## src/rtl/qspi_psram_writer.sv

```systemverilog
// QSPI PSRAM write initiator: 1-bit command, quad address/data, bursts split at page ends.
// First data_ready 29 cycles after start, then 1 byte per 4 cycles; a missing byte stalls with SCK low.
module qspi_psram_writer #(
  parameter logic [7:0] CMD       = 8'h38,
  parameter int         PAGE_BITS = 10
) (
  input  logic        clk,
  input  logic        rst,
  input  logic [23:0] addr_in,
  input  logic        start_write,
  input  logic        stop_write,
  input  logic [7:0]  data_in,
  input  logic        data_valid,
  output logic        data_ready,
  output logic        busy,
  output logic [3:0]  qspi_data_out,
  output logic [3:0]  qspi_data_oe,
  output logic        qspi_select,
  output logic        qspi_clk_out
);

  typedef enum logic [2:0] {S_IDLE, S_CMD, S_ADDR, S_DATA, S_DESEL} state_t;

  state_t      r_state, w_state;
  logic [3:0]  r_cnt, w_cnt;
  logic        r_idle, w_idle;
  logic [23:0] r_addr, w_addr;
  logic [7:0]  r_byte, w_byte;
  logic        r_stop_pend, w_stop_pend;
  logic        r_rollover, w_rollover;
  logic [3:0]  r_dout, w_dout;
  logic [3:0]  r_oe, w_oe;
  logic        r_sel, w_sel;
  logic        r_sck, w_sck;
  logic        r_busy, w_busy;
  logic        r_rdy, w_rdy;
  logic        w_at_bnd, w_page_end, w_accept;

  // r_idle marks a DATA boundary that is not phase 1 of a nibble: first DATA cycle or a stall
  assign w_at_bnd   = (r_state == S_DATA) && (r_idle || r_cnt == 4'd3);
  assign w_page_end = !r_idle && (r_addr[PAGE_BITS-1:0] == '0);
  // stop_write gates ready directly so a stop at a boundary can never complete a handshake
  assign data_ready = r_rdy && !stop_write;
  assign w_accept   = data_ready && data_valid;

  always_ff @(posedge clk) begin
    if (rst) begin
      r_state     <= S_IDLE;
      r_cnt       <= '0;
      r_idle      <= 1'b0;
      r_addr      <= '0;
      r_byte      <= '0;
      r_stop_pend <= 1'b0;
      r_rollover  <= 1'b0;
      r_dout      <= '0;
      r_oe        <= '0;
      r_sel       <= 1'b1;
      r_sck       <= 1'b0;
      r_busy      <= 1'b0;
      r_rdy       <= 1'b0;
    end else begin
      r_state     <= w_state;
      r_cnt       <= w_cnt;
      r_idle      <= w_idle;
      r_addr      <= w_addr;
      r_byte      <= w_byte;
      r_stop_pend <= w_stop_pend;
      r_rollover  <= w_rollover;
      r_dout      <= w_dout;
      r_oe        <= w_oe;
      r_sel       <= w_sel;
      r_sck       <= w_sck;
      r_busy      <= w_busy;
      r_rdy       <= w_rdy;
    end
  end

  always_comb begin
    w_state     = r_state;
    w_cnt       = r_cnt;
    w_idle      = r_idle;
    w_addr      = r_addr;
    w_byte      = r_byte;
    w_stop_pend = r_stop_pend;
    w_rollover  = r_rollover;
    case (r_state)
      S_IDLE: begin
        if (start_write) begin
          w_state     = S_CMD;
          w_cnt       = '0;
          w_addr      = addr_in;
          w_stop_pend = 1'b0;
          w_rollover  = 1'b0;
        end
      end
      S_CMD: begin
        if (stop_write) w_stop_pend = 1'b1;
        w_cnt = r_cnt + 4'd1;
        if (r_cnt == 4'd15) begin
          w_state = S_ADDR;
          w_cnt   = '0;
        end
      end
      S_ADDR: begin
        if (stop_write) w_stop_pend = 1'b1;
        w_cnt = r_cnt + 4'd1;
        if (r_cnt == 4'd11) begin
          w_state = S_DATA;
          w_cnt   = '0;
          w_idle  = 1'b1;
        end
      end
      S_DATA: begin
        if (!w_at_bnd) begin
          w_cnt = r_cnt + 4'd1;
        end else if (stop_write || r_stop_pend) begin
          w_state    = S_DESEL;
          w_cnt      = '0;
          w_rollover = 1'b0;
        end else if (w_page_end) begin
          w_state    = S_DESEL;
          w_cnt      = '0;
          w_rollover = 1'b1;
        end else if (w_accept) begin
          w_cnt  = '0;
          w_idle = 1'b0;
          w_byte = data_in;
          w_addr = r_addr + 24'd1;
        end else begin
          w_idle = 1'b1;
        end
      end
      S_DESEL: begin
        w_cnt = r_cnt + 4'd1;
        if (r_cnt == 4'd1) begin
          w_cnt      = '0;
          w_state    = r_rollover ? S_CMD : S_IDLE;
          w_rollover = 1'b0;
        end
      end
      default: w_state = S_IDLE;
    endcase
  end

  // Pad values are decoded from the next state so every output leaves a flop
  always_comb begin
    w_sel  = 1'b1;
    w_sck  = 1'b0;
    w_oe   = 4'b0000;
    w_dout = 4'b0000;
    w_busy = 1'b1;
    w_rdy  = 1'b0;
    case (w_state)
      S_IDLE: w_busy = 1'b0;
      S_CMD: begin
        w_sel  = 1'b0;
        w_sck  = w_cnt[0];
        w_oe   = 4'b0001;
        w_dout = {3'b000, CMD[3'd7 - w_cnt[3:1]]};
      end
      S_ADDR: begin
        w_sel  = 1'b0;
        w_sck  = w_cnt[0];
        w_oe   = 4'b1111;
        w_dout = w_addr[5'd20 - {w_cnt[3:1], 2'b00} +: 4];
      end
      S_DATA: begin
        w_sel = 1'b0;
        w_oe  = 4'b1111;
        if (w_idle) begin
          w_dout = r_dout;
        end else begin
          w_sck  = w_cnt[0];
          w_dout = w_cnt[1] ? w_byte[3:0] : w_byte[7:4];
        end
        w_rdy = (w_idle || w_cnt == 4'd3) && !w_stop_pend &&
                (w_idle || w_addr[PAGE_BITS-1:0] != '0);
      end
      S_DESEL: w_busy = 1'b1;
      default: w_busy = 1'b0;
    endcase
  end

  assign busy          = r_busy;
  assign qspi_data_out = r_dout;
  assign qspi_data_oe  = r_oe;
  assign qspi_select   = r_sel;
  assign qspi_clk_out  = r_sck;

endmodule

```

## config.mk

```make
export PLATFORM = sky130hd
export DESIGN_NAME = qspi_psram_writer
export DESIGN_NICKNAME = d
export VERILOG_FILES = /design/src/rtl/qspi_psram_writer.sv
export SDC_FILE = /design/constraint.sdc
export NUM_CORES = 1
export LEC_CHECK = 0
export ABC_CLOCK_PERIOD_IN_PS = 5000
export BUFFER_PORTS_ARGS = -buffer_cell sky130_fd_sc_hd__buf_2
export CAP_MARGIN = 20
export CORE_UTILIZATION = 54
export CTS_CLUSTER_SIZE = 25
export DETAILED_ROUTE_END_ITERATION = 10
export PLACE_DENSITY = 0.74
export SYNTH_ARGS = -nofsm -noshare
export SYNTH_HDL_FRONTEND = slang
export SYNTH_SLANG_ARGS = --single-unit
```

## constraint.sdc

```tcl
create_clock -name clk -period 5 [get_ports clk]
set_input_delay 1 -clock clk [delete_from_list [all_inputs] [get_ports clk]]
set_output_delay 1 -clock clk [all_outputs]
set_load 0.005 [all_outputs]
```

==> Flow_metrics.wiki <==
{| class="wikitable"
! Metric !! Value
|-
| Run status || complete, no violations
|-
| Average cell area after synthesis || 7.83 um^2
|-
| Total DRC errors in the routed layout || 0
|-
| Routed WL || 9.77 mm
|-
| Max rail drop VDD || 133 uV
|-
| Post-synth design cell area || 3550 um^2
|-
| Worst slew margin || 24.8%
|-
| Start-to-end type of the worst setup path || flop to flop
|-
| TritonCTS clock tree || built
|-
| Total clock buffers created by CTS || 5
|-
| Cell chain of the critical path || and3b_1 -> o21ai_1 -> nor4_4 -> a22o_2 -> a21oi_1 -> mux2_1 -> o211a_1 -> a311oi_1
|-
| Final standard cell area without fillers || 3850 um^2
|-
| Largest fanout on the critical path || 18
|-
| Detailed placement HPWL || 7.05 mm
|-
| Final Critical Period || 3690 ps
|-
| Peak clock frequency supported by timing || 271 MHz
|-
| Core footprint || 6350 um^2
|-
| Number of diodes added for antenna fixing || 0
|-
| Critical path's slowest cell || nor4_4
|-
| Final hold violations || 0
|-
| Number of H-tree levels || 2
|-
| Count of TritonRoute iterations in the first routing pass || 5
|-
| Critical path arrival || 3920 ps
|-
| Pre-CTS setup slack || 1260 ps
|-
| Die width || 83.1 um
|-
| Vias in the first global route || 3115
|-
| Number of core rows || 29
|-
| Synth Instances || 454
|-
| Clock root buffer || clkbuf_8
|-
| Total congestion overflow || 0
|-
| Cell Area, Placed || 3750 um^2
|-
| Final net count || 525
|-
| Share of final-layout standard cells stronger than drive strength 1 || 19.2%
|-
| Total Neg Setup Slack || 0 ps
|-
| Setup repair after global routing missed its margin || no
|-
| Slew of the pin with the lowest slew margin || 1130 ps
|-
| Num Clock Sinks || 52
|-
| Worst setup margin || 1310 ps
|-
| Vias per inst || 6.45
|-
| Pin count of the biggest net entering global routing || 51
|-
| Number of post-CTS setup repair buffers || 0
|-
| Flops & latches, synth || 52
|-
| CTS Hold Buffers Added || 0
|-
| Register area share after synthesis || 29.3%
|-
| Longest Clk Path Bufs || 2
|-
| Aggregate global-route resource usage || 28.1%
|-
| Antenna-violating nets left || 0
|-
| Routability congestion estimate from global placement || 0.990
|-
| Chip height || 83.1 um
|-
| Total area of sequential cells || 1040 um^2
|-
| Buf/Inv on CP || 0
|-
| Number of gates resized after cts || 0
|-
| Via count of the routed design || 3617
|-
| MaxCap Viol Count || 0
|-
| Kind of cell adding the most delay to the critical path || simple AND/OR/NAND/NOR gates
|-
| Cell area power density || 224 nW/um^2
|-
| First-pass GRT wire length || 15.8 mm
|-
| Relative area change from synthesis to final layout || 8.31%
|-
| Largest stage delay on the critical path || 780 ps
|-
| Buffers added on ports || 48
|-
| Period utilization || 73.7%
|-
| Overall die area || 6910 um^2
|-
| Average detailed-routed wire length per instance || 17.4 um
|-
| Most frequent standard cell in the layout excluding fill and tap cells || nor2_1
|-
| Worst Skew || 5.72 ps
|-
| Post-synth ARST share || 0%
|-
| Yosys warning total || 0
|-
| Number of enable flip-flop cells after synthesis || 0
|-
| Multi-input logic area || 2300 um^2
|-
| Iteration-0 DRC Markers || 311
|-
| CTS clock-pin slew for the worst setup and hold paths || 110 ps
|-
| Synth unique cells || 84
|-
| Commonest cells after routing, fill and taps aside || 62 x nor2_1, 56 x nand2_1, 52 x dfxtp_1
|-
| Min-delay worst type || flop to flop
|-
| Effective utilization at floorplan || 56.0%
|-
| Nature of the critical path endpoint || flop
|-
| Finish-stage setup viols || 0
|-
| Clock insertion delay at the later pin of the skew report || 320 ps
|-
| Number of max-slew violations in the final report || 0
|-
| Static Leak || 1.52 nW
|-
| Initial antenna violation count || 0
|-
| WP data required || 5230 ps
|-
| Commonest register cell after synthesis || dfxtp_1
|-
| Number of inserted filler cells in the final layout || 571
|-
| Synth Net Count || 496
|-
| Top-Level Pins || 49
|-
| Startpoint types || flop
|}
-- routing by layer --
| layer | share of wire (%) | global-route usage (%) | up-vias | routed length, um |
|---|---|---|---|---|
| met2 | 45 | 42.8 | 168 | 4390 |
| met4 | 1.8 | 7.99 | 0 | 178 |
| met3 | 6.5 | 4.97 | 19 | 636 |
| met5 | 0 | 0 | - | 0 |
| met1 | 47 | 40.5 | 1696 | 4570 |
| li1 | - | - | 1734 | - |
-- final cells by class --
class / count / share of cell area [%]
Clock inverter: 3 / 0.682
Tap cell: 77 / 2.50
Multi-Input combinational cell: 360 / 59.8
Inverter: 12 / 1.17
Clock buffer: 5 / 1.79
Timing Repair Buffer: 52 / 7.02
Sequential cell: 52 / 27.0
-- per-stage QoR --
stage	power, mW	utilization, %	hold slack (ps)	std cells
CTS	0.860	60.6	509	561
floorplan	0.559	-	456	454
detailed placement	0.603	59.1	483	553
finish	0.863	60.6	506	561
global route	0.901	60.6	534	561
global placement	0.601	59.1	471	553
-- worst reg2reg max path, cell delays in order, from the launching register on --
cell	delay [ps]
dfxtp_1	670
and3b_1	680
o21ai_1	380
nor4_4	790
a22o_2	280
a21oi_1	60
mux2_1	300
o211a_1	210
a311oi_1	240
-- cell families after synthesis --
kind of cell,after synthesis,share of synthesized area [%]
muxes,15,4.33
DFF,52,29.3
buffers and inverters,42,6.19
and+or+nand+nor,240,37.1
AOI/OAI and AO/OA,99,21.1
adders and majority gates,5,1.76
xor gates and xnor gates,1,0.246
-- power by group --
part | internal, mW | switching [mW]
combinational | 0.0573 | 0.0896
sequential | 0.430 | 0.0219
clock | 0.103 | 0.161
total | 0.590 | 0.273
-- Yosys cell counts, types with 3 or more instances --
| master | number | share of area, % |
|---|---|---|
| a211oi_1 | 4 | 0.84 |
| a21o_1 | 5 | 1.1 |
| a21oi_1 | 11 | 1.5 |
| a22o_1 | 4 | 0.99 |
| a22oi_1 | 4 | 0.84 |
| a311oi_1 | 3 | 0.74 |
| a31oi_1 | 17 | 3.0 |
| and2_1 | 5 | 0.88 |
| and3_1 | 11 | 1.9 |
| and4_1 | 3 | 0.74 |
| buf_2 | 7 | 0.99 |
| buf_4 | 4 | 0.84 |
| buf_6 | 3 | 0.95 |
| clkbuf_1 | 13 | 1.4 |
| dfxtp_1 | 52 | 29 |
| ha_1 | 5 | 1.8 |
| inv_1 | 12 | 1.3 |
| mux2i_1 | 12 | 3.4 |
| nand2_1 | 56 | 5.9 |
| nand2b_1 | 4 | 0.70 |
| nand3_1 | 24 | 3.4 |
| nand3b_1 | 7 | 1.5 |
| nand4_1 | 12 | 2.1 |
| nor2_1 | 62 | 6.5 |
| nor2b_1 | 5 | 0.88 |
| nor3_1 | 10 | 1.4 |
| nor3b_1 | 3 | 0.63 |
| nor4_1 | 6 | 1.1 |
| nor4_2 | 3 | 1.1 |
| o211ai_1 | 3 | 0.63 |
| o21ai_0 | 9 | 1.3 |
| o21ai_1 | 3 | 0.42 |
| or2_2 | 5 | 0.88 |
-- state kept, by name (all words and copies together), names as in the netlist --
name	flops
r_idle	1
busy	1
r_rdy	1
qspi_clk_out	1
r_state	3
qspi_data_oe	2
r_stop_pend	1
r_cnt	4
r_byte	8
qspi_select	1
r_addr	24
r_rollover	1
qspi_data_out	4
-- final timing paths --
path                                          to  cells past startpoint       start  slack, ps
worst max-delay path            qspi_data_out[1]                      8  r_state[0]       1310
worst min-delay path                  r_rollover                      2  r_rollover        510
worst max register to register  qspi_data_out[1]                      8  r_state[0]       1310
worst min register to register        r_rollover                      2  r_rollover        510
No activity file was read; power rests on OpenSTA's default activity.
